--- config.mk ---
export PLATFORM = sky130hd
export DESIGN_NAME = bundle_tx
export DESIGN_NICKNAME = d
export VERILOG_FILES = /design/src/rtl/bundle_tx.sv
export SDC_FILE = /design/constraint.sdc
export NUM_CORES = 1
export LEC_CHECK = 0
export ABC_AREA = 1
export CORE_UTILIZATION = 29
export DETAILED_ROUTE_END_ITERATION = 8
export GPL_TIMING_DRIVEN = 0
export PLACE_DENSITY_LB_ADDON = 0.25
export REMOVE_ABC_BUFFERS = 1
export SYNTH_ARGS = -nofsm -noshare
export SYNTH_HDL_FRONTEND = slang
export SYNTH_SLANG_ARGS = --single-unit
export TNS_END_PERCENT = 20
--- constraint.sdc ---
create_clock -name clock -period 2.3 [get_ports clock]
set_input_delay 0.69 -clock clock [delete_from_list [all_inputs] [get_ports clock]]
set_output_delay 0.69 -clock clock [all_outputs]
set_load 0.005 [all_outputs]
--- src/rtl/bundle_tx.sv ---
// Transmit side of the some_prefix valid/ready bundle: emits a burst of
// num_beats beats with data lanes seed+idx, seed+idx+1, seed+idx+2.
module bundle_tx #(
  parameter int unsigned DATA_W = 8,
  parameter int unsigned CNT_W  = 8,
  parameter int unsigned GAP_W  = 4
) (
  input  logic              clock,
  input  logic              reset,
  input  logic              start,
  input  logic              abort,
  input  logic [CNT_W-1:0]  num_beats,
  input  logic [DATA_W-1:0] seed,
  input  logic [GAP_W-1:0]  gap,
  output logic              busy,
  output logic              done,
  output logic              aborted,
  output logic [CNT_W-1:0]  beat_count,
  output logic              some_prefix_valid,
  input  logic              some_prefix_ready,
  output logic [DATA_W-1:0] some_prefix_bits_data_0,
  output logic [DATA_W-1:0] some_prefix_bits_data_1,
  output logic [DATA_W-1:0] some_prefix_bits_data_2
);

  typedef enum logic [1:0] {
    S_IDLE = 2'd0,
    S_SEND = 2'd1,
    S_GAP  = 2'd2
  } state_t;

  state_t r_state, w_state_nx;

  logic [CNT_W-1:0]  r_num_beats, w_num_beats_nx;
  logic [DATA_W-1:0] r_seed, w_seed_nx;
  logic [GAP_W-1:0]  r_gap, w_gap_nx;
  logic [GAP_W-1:0]  r_gap_cnt, w_gap_cnt_nx;
  logic [CNT_W-1:0]  r_idx, w_idx_nx;
  logic              r_abort_pend, w_abort_pend_nx;
  logic              r_valid, w_valid_nx;
  logic              r_busy, w_busy_nx;
  logic              r_done, w_done_nx;
  logic              r_aborted, w_aborted_nx;
  logic [CNT_W-1:0]  r_beat_count, w_beat_count_nx;
  logic [DATA_W-1:0] r_data0, r_data1, r_data2;
  logic [DATA_W-1:0] w_data0_nx, w_data1_nx, w_data2_nx;

  logic              w_hs;
  logic              w_last;
  logic              w_stop;
  logic [CNT_W-1:0]  w_next_idx;
  logic [DATA_W-1:0] w_next_base;
  logic [DATA_W-1:0] w_cur_base;

  assign w_hs        = r_valid & some_prefix_ready;
  assign w_last      = ((r_beat_count + CNT_W'(1)) == r_num_beats);
  // An abort arriving on the handshake edge itself still lets that beat finish.
  assign w_stop      = w_last | r_abort_pend | abort;
  assign w_next_idx  = r_idx + CNT_W'(1);
  assign w_next_base = r_seed + DATA_W'(w_next_idx);
  assign w_cur_base  = r_seed + DATA_W'(r_idx);

  always_ff @(posedge clock or posedge reset) begin
    if (reset) r_state <= S_IDLE;
    else       r_state <= w_state_nx;
  end

  always_comb begin
    w_state_nx = r_state;
    case (r_state)
      S_IDLE: if (start && (num_beats != '0)) w_state_nx = S_SEND;
      S_SEND: begin
        if (w_hs) begin
          if (w_stop)            w_state_nx = S_IDLE;
          else if (r_gap != '0)  w_state_nx = S_GAP;
        end
      end
      S_GAP: begin
        if (abort)                          w_state_nx = S_IDLE;
        else if (r_gap_cnt == GAP_W'(1))    w_state_nx = S_SEND;
      end
      default: w_state_nx = S_IDLE;
    endcase
  end

  always_comb begin
    w_num_beats_nx  = r_num_beats;
    w_seed_nx       = r_seed;
    w_gap_nx        = r_gap;
    w_gap_cnt_nx    = r_gap_cnt;
    w_idx_nx        = r_idx;
    w_abort_pend_nx = r_abort_pend;
    w_valid_nx      = r_valid;
    w_busy_nx       = r_busy;
    w_done_nx       = 1'b0;
    w_aborted_nx    = 1'b0;
    w_beat_count_nx = r_beat_count;
    w_data0_nx      = r_data0;
    w_data1_nx      = r_data1;
    w_data2_nx      = r_data2;
    case (r_state)
      S_IDLE: begin
        if (start) begin
          w_beat_count_nx = '0;
          if (num_beats != '0) begin
            w_num_beats_nx  = num_beats;
            w_seed_nx       = seed;
            w_gap_nx        = gap;
            w_idx_nx        = '0;
            w_abort_pend_nx = 1'b0;
            w_valid_nx      = 1'b1;
            w_busy_nx       = 1'b1;
            w_data0_nx      = seed;
            w_data1_nx      = seed + DATA_W'(1);
            w_data2_nx      = seed + DATA_W'(2);
          end else begin
            w_done_nx = 1'b1;
          end
        end
      end
      S_SEND: begin
        if (abort) w_abort_pend_nx = 1'b1;
        if (w_hs) begin
          w_beat_count_nx = r_beat_count + CNT_W'(1);
          if (w_stop) begin
            w_valid_nx      = 1'b0;
            w_busy_nx       = 1'b0;
            w_done_nx       = 1'b1;
            w_aborted_nx    = ~w_last;
            w_abort_pend_nx = 1'b0;
          end else begin
            w_idx_nx = w_next_idx;
            if (r_gap == '0) begin
              w_data0_nx = w_next_base;
              w_data1_nx = w_next_base + DATA_W'(1);
              w_data2_nx = w_next_base + DATA_W'(2);
            end else begin
              w_valid_nx   = 1'b0;
              w_gap_cnt_nx = r_gap;
            end
          end
        end
      end
      S_GAP: begin
        if (abort) begin
          w_valid_nx      = 1'b0;
          w_busy_nx       = 1'b0;
          w_done_nx       = 1'b1;
          w_aborted_nx    = 1'b1;
          w_abort_pend_nx = 1'b0;
        end else if (r_gap_cnt == GAP_W'(1)) begin
          w_valid_nx = 1'b1;
          w_data0_nx = w_cur_base;
          w_data1_nx = w_cur_base + DATA_W'(1);
          w_data2_nx = w_cur_base + DATA_W'(2);
        end else begin
          w_gap_cnt_nx = r_gap_cnt - GAP_W'(1);
        end
      end
      default: begin
        w_valid_nx = 1'b0;
        w_busy_nx  = 1'b0;
      end
    endcase
  end

  always_ff @(posedge clock or posedge reset) begin
    if (reset) begin
      r_num_beats  <= '0;
      r_seed       <= '0;
      r_gap        <= '0;
      r_gap_cnt    <= '0;
      r_idx        <= '0;
      r_abort_pend <= 1'b0;
      r_valid      <= 1'b0;
      r_busy       <= 1'b0;
      r_done       <= 1'b0;
      r_aborted    <= 1'b0;
      r_beat_count <= '0;
      r_data0      <= '0;
      r_data1      <= '0;
      r_data2      <= '0;
    end else begin
      r_num_beats  <= w_num_beats_nx;
      r_seed       <= w_seed_nx;
      r_gap        <= w_gap_nx;
      r_gap_cnt    <= w_gap_cnt_nx;
      r_idx        <= w_idx_nx;
      r_abort_pend <= w_abort_pend_nx;
      r_valid      <= w_valid_nx;
      r_busy       <= w_busy_nx;
      r_done       <= w_done_nx;
      r_aborted    <= w_aborted_nx;
      r_beat_count <= w_beat_count_nx;
      r_data0      <= w_data0_nx;
      r_data1      <= w_data1_nx;
      r_data2      <= w_data2_nx;
    end
  end

  assign busy                    = r_busy;
  assign done                    = r_done;
  assign aborted                 = r_aborted;
  assign beat_count              = r_beat_count;
  assign some_prefix_valid       = r_valid;
  assign some_prefix_bits_data_0 = r_data0;
  assign some_prefix_bits_data_1 = r_data1;
  assign some_prefix_bits_data_2 = r_data2;

endmodule

---- Word-level counts from Yosys, hierarchy flattened ----
Index checks and enable logic that the tools add are counted.
cells by class
  eq/ne operators ......................... 19
  muxes and demuxes ....................... 72
  add/sub/neg operators ................... 11
  bitwise gates (word level) .............. 4
  reductions and logical operators ........ 17
operators by type and width
  kind                                           count
  2-to-1 mux 8 bit                               27
  one-hot mux 8 bit (3 select lines)             3
  adder 8 x 1 -> 8 bit, second input constant    5
  one-hot mux 8 bit (2 select lines)             2
  adder 8 x 2 -> 8 bit, second input constant    3
  inequality test 2 bit, second input constant   12
  2-to-1 mux 1 bit                               22
  2-to-1 mux 4 bit                               5
  adder 8 bit                                    2
  AND reduction 5 bit                            3
  2-to-1 mux 2 bit                               6
  one-hot mux 1 bit (3 select lines)             4
  inequality test 3 bit, second input constant   3
  == test 8 bit                                  1
  one-hot mux 4 bit (2 select lines)             1
  AND reduction 4 bit                            2
  AND reduction 8 bit                            1
  nonzero test 8 bit                             1
  one-hot mux 2 bit (3 select lines)             1
  AND reduction 3 bit                            2
  AND reduction 6 bit                            1
  == test 4 x 1 -> 1 bit, second input constant  1
  logical NOT 4 bit                              1
  nonzero test 2 bit                             2
  11 further kinds                               12
word-level totals
  output and inout bits ................... 36
  input bits .............................. 25
  register bits after elaboration ......... 71
  word-level logic and storage cells ...... 138

---- Depth between registers and ports, before layout ----
Gate-level depths: netlist of the first run.
  depth after elaboration ................. 7
  mapped depth ............................ 22
  mapped depth without buffers ............ 22

---- Least setup slack after synthesis of the first run ----
OpenSTA, ideal clock, no wires.
  kind .................................... register to register
  start point ............................. reg r_idx[1]
  end point ............................... reg r_data1[7], in the netlist some_prefix_bits_data_1[7]
  stages on the path, launching flop included .. 14
  buffers on the path ..................... 0
  data required time ...................... 2.182 ns
  period minus slack after synthesis ...... 2.553 ns
  data arrival time ....................... 2.435 ns
  setup time .............................. 0.118 ns
  setup slack ............................. -0.253 ns
  path through ............................ dfrtp_1 ha_1 inv_1 fa_1 xor2_1 o211ai_1 o21ai_0 inv_1 ha_1 inv_1 nor2_1 nand4_1 nand3_1 nand2_1
between the ends
  cells in the longest elaborated chain, start to end .. 7
  elaborated cells on any way between the ends .. 11
  classes of those cells .................. add/sub: 5; mux: 6
RTL lines
  element                               line  text
  start, declared                       38    logic [CNT_W-1:0] r_idx, w_idx_nx;
  start signal, assigned                188   r_idx <= w_idx_nx;
  adder 8 x 1 -> 8 bit                  59    assign w_next_idx = r_idx + CNT_W'(1);
  adder 8 bit                           60    assign w_next_base = r_seed + DATA_W'(w_next_idx);
  adder 8 x 1 -> 8 bit                  135   w_data1_nx = w_next_base + DATA_W'(1);
  2-to-1 mux 8 bit                      133   if (r_gap == '0) begin
  2-to-1 mux 8 bit                      125   if (w_stop) begin
  2-to-1 mux 8 bit                      123   if (w_hs) begin
  one-hot mux 8 bit (3 select lines) *  101   case (r_state)
  end signal, assigned                  196   r_data1 <= w_data1_nx;
  end, declared                         45    logic [DATA_W-1:0] r_data0, r_data1, r_data2;
Every way passes the cells marked *; elsewhere a longest branch is shown, timed or not. The select of a mux whose other input is x is not followed.
A chain may end at the register's enable or synchronous reset.

---- Worst setup path in the final report of the first run ----
  start point ............................. reg r_idx[1]
  end point ............................... reg r_data1[5], in the netlist some_prefix_bits_data_1[5]
The elaborated chain is that of the path after synthesis.

==> results by group, run 1 <==
Run status
  • Status: finished, violations left
  • Violations in the final reports: setup timing

Global routing
  • Overall Global Routing Usage: 0.1560
  • Vias in the first global route: 4195
  • Largest net degree at the start of global routing: 71
  • Total gr overflow: 0
  • Antenna violations before repair: 0
  • First-pass GRT wire length: 20.53 mm

Synth
  • Synth cell types: 40
  • Ys flop type: dfrtp_1
  • Yosys reg bits: 70
  • Gate Count Post-Synth: between 600 and 700
  • Syn Std Cell Area: ~4800 um2
  • Post-synth EDFFs: 0
  • Syn avg cell area: slightly below 8 um2
  • Yosys Warn Count: 0
  • Register area share after synthesis: 0.3685
  • Ys async rst share: 1.000

Place
  • Port bufs: 60
  • Dpl cell area: between 5000 and 6000 um2
  • Dpl ws: -1.010 ns
  • Post-DP HPWL: 8.769 mm
  • Routability congestion estimate: 0.8896

Clocking
  • Number of H-tree levels: 3
  • Hold buffer count at cts: 0
  • Worst skew pair latency: ~0.34 ns
  • Clk buf depth: 2
  • Clock transition at path regs: ~0.06 ns
  • Total CTS buffers: 9
  • Sink Count: 70
  • CTS tree: done
  • Root buf cell: clkbuf_16

Worst hold path
  • Hold path cells: 2
  • Hold Crit Class: register to register
  • HP Start: some_prefix_bits_data_1[2]

Timing
  • Final-report hold violation count: 0
  • Max-slew violation count: 0
  • Max Clock Skew: approximately 0.0063 ns
  • Crit share post-route: 1.060
  • Worst-margin pin slew: just under 0.9 ns
  • RSZ-0062 raised after global routing: true
  • Setup Viol. Count Final: 10
  • Fin worst setup slack: -0.1375 ns
  • Max-slew headroom: 0.4147
  • Maximum clock rate: about 0.41 GHz
  • Min cycle time layout: between 2 and 2.5 ns

Critical path
  • CP arrival: 2.66 ns
  • Slowest CP cell: dfrtp_2
  • FF-to-FF Start: r_idx[1]
  • Reg2reg path depth: 18
  • Worst Setup SP: r_idx[1]
  • Slowest Stage Delay on Critical Path: 0.44 ns
  • Worst setup SP type: register
  • Levels on crit path: 18
  • WP data required: 2.53 ns
  • Crit-path cells: ha_4 > nand2_4 > inv_4 > a21o_1 > nand2_2 > inv_2 > ha_4 > nand2_4 > nor2_1 > nand2_1 > nand4_1 > nand3_1 > nand3_2 > nand2_4 > buf_4 > xor2_1 > nand2_1 > nand2_1
  • Critical path peak fanout: 5
  • CP Buf/Inv Count: 3
  • CP top delay family: simple AND/OR/NAND/NOR gates
  • CP Capture Type: register
  • Worst Setup Path Type: register to register

Route
  • Antenna Nets Post-Route: 0
  • First DRT Iteration DRCs: 253
  • Vias per cell: between 4 and 5
  • Via count: around 4400
  • DR WL/cell: between 10 and 15 um
  • Drt pass-1 iters: 5
  • Routed Wire Length: 12.77 mm
  • DR DRC count: 0

Final layout
  • Diodes inserted: 0
  • Final nets: 768
  • Area grow syn2layout: 39.48%
  • Final instance area: ~6600 um2
  • Final cell utilization of the core: 0.4159
  • Layout cells sized above 1: 0.2922

Floorplanning
  • Die H: 130.0 um
  • Core area: about 16000 um2
  • Io pins: 61
  • Starting Density: 0.2981
  • Die area: 16910 um2
  • Die width: around 130 um
  • FP Rows: 46

Power and ir drop
  • Clock power share: 0.149
  • Pwr Density: approximately 1400 nW/um2
  • NetSw: 0.004043 W
  • VDD IR max: about 0.49 mV
  • Comb power frac: 0.612
  • Int Power: between 0.004 and 0.005 W
  • Tot Pwr: approximately 0.009 W
  • Leakage: 3.057 nW
  • Seq pwr share: 0.240
  • Sw Ratio: 0.4476

Run
  • Maxcap violations: 0
-- sequential cells by signal (all words and copies together) (netlist names) --
register                 cells
beat_count                   8
some_prefix_bits_data_0      8
r_gap                        4
r_state                      2
some_prefix_bits_data_1      8
done                         1
busy                         1
r_gap_cnt                    4
some_prefix_bits_data_2      7
aborted                      1
r_seed                       8
r_num_beats                  8
some_prefix_valid            1
r_idx                        8
r_abort_pend                 1
-- Yosys cell counts (3+ instances only) --
master	instances	area, um2
nand2_1	192	720.7
inv_1	80	300.3
dfrtp_1	70	1752
nand3_1	51	255.2
nor2_1	37	138.9
o21ai_0	27	135.1
ha_1	24	300.3
nand2_2	20	125.1
a21oi_1	14	70.07
mux2_2	13	146.4
o21ai_2	13	113.9
xor2_1	13	113.9
nand4_1	10	62.56
buf_2	5	25.02
nand3b_1	5	37.54
o22ai_1	5	31.28
xnor2_1	4	35.03
nand2_8	3	60.06
-- final cells by class --
class	instances	area, um2
clock buffers	13	270.3
well taps	216	270.3
multi-input cells	455	3088
clock inverters	3	17.52
inverters	82	325.3
flip-flops and latches	70	1758
repair buffers	99	900.9
fillers	1598	9313
-- per-layer routing --
layer | GRT usage | share of wire | vias up
li1 | - | - | 2176
met1 | 0.1969 | 0.46 | 2076
met2 | 0.2622 | 0.49 | 97
met3 | 0.02665 | 0.035 | 15
met4 | 0.06635 | 0.014 | 0
met5 | 0 | 0 | -
-- timing repair --
action | in CTS | in global routing
resized for setup | 99 | 34
pin swaps | 29 | 35
setup endpoints to repair | 68 | 40
setup buffers | 24 | 15
gates cloned | 0 | 1
-- final timing paths --
path	endpoint	slack, ns
worst min-delay path	some_prefix_bits_data_1[2]	0.48
worst max-delay path	some_prefix_bits_data_1[5]	-0.14
worst max register to register	some_prefix_bits_data_1[5]	-0.14
worst min register to register	some_prefix_bits_data_1[2]	0.48
min in group asynchronous	beat_count[3]	0.90
max in group asynchronous	r_idx[3]	0.76
-- per-stage QoR --
step | setup TNS, ns | instances | hold WS, ns
CTS | -0.8566 | 922 | 0.4873
finish | -1.077 | 938 | 0.4837
global placement | -138.36 | 882 | 0.4707
global route | -2.902 | 938 | 0.5030
floorplan | -12.83 | 606 | 0.4524
detailed placement | -41.05 | 882 | 0.4719
-- cells by family after synthesis --
| family | share of synthesized area |
|---|---|
| DFF | 0.3685 |
| and+or+nand+nor | 0.3159 |
| buffers and inverters | 0.08634 |
| AOI/OAI and AO/OA | 0.09213 |
| muxes | 0.03080 |
| xor gates and xnor gates | 0.03475 |
| adders and majority gates | 0.07160 |
-- cell usage in the layout, fill, tap and decap left out, types with 13 or more instances in the layout --
cell               n
a21oi_1           14
buf_4             37
clkdlybuf4s50_1   60
dfrtp_1           65
ha_4              13
inv_1             60
inv_2             16
mux2_2            13
nand2_1          167
nand2_2           36
nand3_1           44
nor2_1            27
o21ai_0           21
o21ai_2           16
-- power groups by stage --
stage / Clock [W] / Combinational (W) / Sequential [W]
final: 0.00134 / 0.00552 / 0.00216
after global routing: 0.00144 / 0.00608 / 0.00223
after CTS: 0.00138 / 0.00511 / 0.00215
after detailed placement: 0 / 0.00420 / 0.00213
after global placement: 0 / 0.00412 / 0.00211
after floorplan: 0 / 0.00293 / 0.00205
-- tightest hold or removal path: stages (launching register included) --
cell,delay (ns)
dfrtp_1,0.35
nand2_2,0.06
o21ai_2,0.04
Power figures use the tool's default switching activity.
==> run 2, diff against run 1 <==
--- a/config.mk
+++ b/config.mk
@@ -6,9 +6,11 @@
 export NUM_CORES = 1
 export LEC_CHECK = 0
 export ABC_AREA = 1
+export CORE_MARGIN = 2
 export CORE_UTILIZATION = 29
 export DETAILED_ROUTE_END_ITERATION = 8
 export GPL_TIMING_DRIVEN = 0
+export HOLD_SLACK_MARGIN = 0.12
 export PLACE_DENSITY_LB_ADDON = 0.25
 export REMOVE_ABC_BUFFERS = 1
 export SYNTH_ARGS = -nofsm -noshare
==> run 2 against run 1 <==
Compared with the run above: the flow still finishes with violations (setup timing); critical endpoint is now some_prefix_bits_data_1[6]; via count fell by 2.4%; clock skew fell by 0.00095 ns; final cell count fell by 0.96%; worst setup slack got worse by 0.0081 ns; non-clock buffer count fell by 8; sequential power barely moved; combinational power fell by 5.4%; maximum frequency fell by 0.33%; clock-buffer cell count did not move; register-to-register slack barely moved.
==> results by group, run 2 (synthesis results as in run 1) <==
Run status
  • Status: finished, violations left
  • Violations in the final reports: setup timing

Power and ir drop
  • Tot Pwr: slightly below 0.009 W
  • Pwr Density: around 1300 nW/um2
  • NetSw: between 0.003 and 0.004 W
  • Seq pwr share: 0.245
  • Int Power: about 0.0049 W
  • Clock power share: 0.163
  • Leakage: 3.011 nW
  • VDD IR max: about 0.5 mV
  • Sw Ratio: 0.4408
  • Comb power frac: 0.592

Timing
  • RSZ-0062 raised after global routing: true
  • Crit share post-route: 1.063
  • Fin worst setup slack: -0.1456 ns
  • Final-report hold violation count: 0
  • Setup Viol. Count Final: 10
  • Max-slew headroom: 0.7262
  • Min cycle time layout: ~2.4 ns
  • Max-slew violation count: 0
  • Worst-margin pin slew: 0.4003 ns
  • Max Clock Skew: ~0.0053 ns
  • Maximum clock rate: 0.4089 GHz
  • Total negative setup slack: -0.9916 ns

Critical path
  • Worst setup SP type: register
  • Worst Setup Path Type: register to register
  • CP Capture Point: some_prefix_bits_data_1[6]
  • FF-to-FF Start: r_idx[0]
  • FF-to-FF setup slack: -0.15 ns
  • CP Capture Type: register
  • CP arrival: roughly 2.7 ns
  • Critical path peak fanout: 6
  • Reg2reg path depth: 19
  • WP data required: 2.58 ns
  • Worst Setup SP: r_idx[0]
  • R2r endpoint: some_prefix_bits_data_1[6]

Route
  • DR DRC count: 0
  • Drt pass-1 iters: 4
  • First DRT Iteration DRCs: 236
  • Via count: ~4300
  • Vias per cell: approximately 4.6
  • Antenna Nets Post-Route: 0
  • Routed Wire Length: around 12 mm
  • DR WL/cell: roughly 13 um

Final layout
  • Fill cells: 1561
  • Non-filler instance count after layout: ~930
  • Final nets: approximately 760
  • Final cell utilization of the core: 0.4110
  • Commonest non-fill, non-tap cells in the layout: nand2_1, dfrtp_1, inv_1
  • Area grow syn2layout: 37.85%
  • Diodes inserted: 0
  • Commonest non-fill, non-tap cell in the layout: nand2_1
  • Layout cells sized above 1: 0.2735

Clocking
  • Number of H-tree levels: 3
  • Clock transition at path regs: 0.06 ns
  • Hold buffer count at cts: 0
  • Clk buf depth: 2
  • Root buf cell: clkbuf_16
  • Worst skew pair latency: 0.34 ns
  • Sink Count: 70
  • Total CTS buffers: 9
  • CTS tree: done

Global routing
  • Overall Global Routing Usage: 0.1411
  • Antenna violations before repair: 1
  • Total gr overflow: 0
  • Largest net degree at the start of global routing: 71
  • First-pass GRT wire length: between 20 and 25 mm
  • Vias in the first global route: 4239

Run
  • Maxcap violations: 0

Worst hold path
  • Hold Crit Class: register to register

Place
  • Placed Cells: 883
  • Routability congestion estimate: between 0.8 and 0.9
  • Post-DP HPWL: 8.714 mm
  • Port bufs: 60

Floorplanning
  • Die H: roughly 130 um
  • Io pins: 61
  • Die width: 132.0 um
  • Die area: 17430 um2
  • Starting Density: 0.2981
  • FP Rows: 46
  • Core area: 15940 um2
==> run 2: worst min path at each step <==
stage / slack, ns / cells after the start / endpoint / start
final: 0.49 / 2 / some_prefix_bits_data_1[0] / some_prefix_bits_data_1[0]
after global routing: 0.50 / 2 / some_prefix_bits_data_2[6] / some_prefix_bits_data_2[6]
after CTS: 0.49 / 2 / some_prefix_bits_data_2[3] / some_prefix_bits_data_2[3]
after detailed placement: 0.48 / 2 / some_prefix_bits_data_2[3] / some_prefix_bits_data_2[3]
after global placement: 0.47 / 2 / r_abort_pend / r_abort_pend
after floorplan: 0.45 / 2 / r_abort_pend / r_abort_pend
==> run 2: final cells by class <==
type,instances,area [um2],share of cell area
well taps,216,270.3,0.04124
clock inverters,3,42.54,0.006492
flip-flops and latches,70,1759,0.2685
inverters,82,325.3,0.04965
repair buffers,91,853.3,0.1302
clock buffers,13,260.3,0.03972
multi-input cells,454,3042,0.4642
==> run 2: through the flow <==
step / instance area [um2] / setup WS (ns) / hold slack [ns]
2_1_floorplan: 4651 / -0.2652 / 0.4524
3_3_place_gp: 5522 / -1.465 / 0.4708
3_5_place_dp: 5552 / -0.9602 / 0.4757
4_1_cts: 6341 / -0.1288 / 0.4901
5_1_grt: 6553 / -0.3160 / 0.5030
6_report: 6553 / -0.1456 / 0.4888
==> run 2: routing by layer <==
| layer | up-vias | share of wire | GRT usage |
|---|---|---|---|
| li1 | 2166 | - | - |
| met1 | 1982 | 0.47 | 0.1800 |
| met2 | 86 | 0.46 | 0.2312 |
| met3 | 24 | 0.039 | 0.02807 |
| met4 | 2 | 0.024 | 0.06341 |
| met5 | - | 0.0015 | 0 |
==> run 2: worst max-delay path, stage by stage (launching register included) <==
cell	delay, ns
dfrtp_2	0.45
ha_4	0.20
nand2_4	0.08
inv_4	0.04
a21o_1	0.16
nand2_2	0.07
inv_2	0.05
ha_4	0.30
nand2_1	0.05
nand2_1	0.09
inv_1	0.06
nand4_1	0.11
nand3_2	0.11
nand3_2	0.10
nand2_4	0.08
nor2_4	0.15
nand2_1	0.07
nand2_1	0.07
nand3_2	0.08
nand2_2	0.07
==> run 2: timing repair <==
action,CTS,global route
gates resized for setup,81,41
setup endpoints to repair,66,41
buffers inserted,21,9
pin swaps,28,21
endpoints found under the hold margin,0,0
==> run 2: power by group through the flow <==
stage	Sequential [W]	Clock (W)	Combinational (W)
floorplan	0.00205	0	0.00293
global placement	0.00211	0	0.00412
detailed placement	0.00213	0	0.00420
CTS	0.00215	0.00148	0.00501
global route	0.00223	0.00152	0.00580
finish	0.00216	0.00144	0.00522
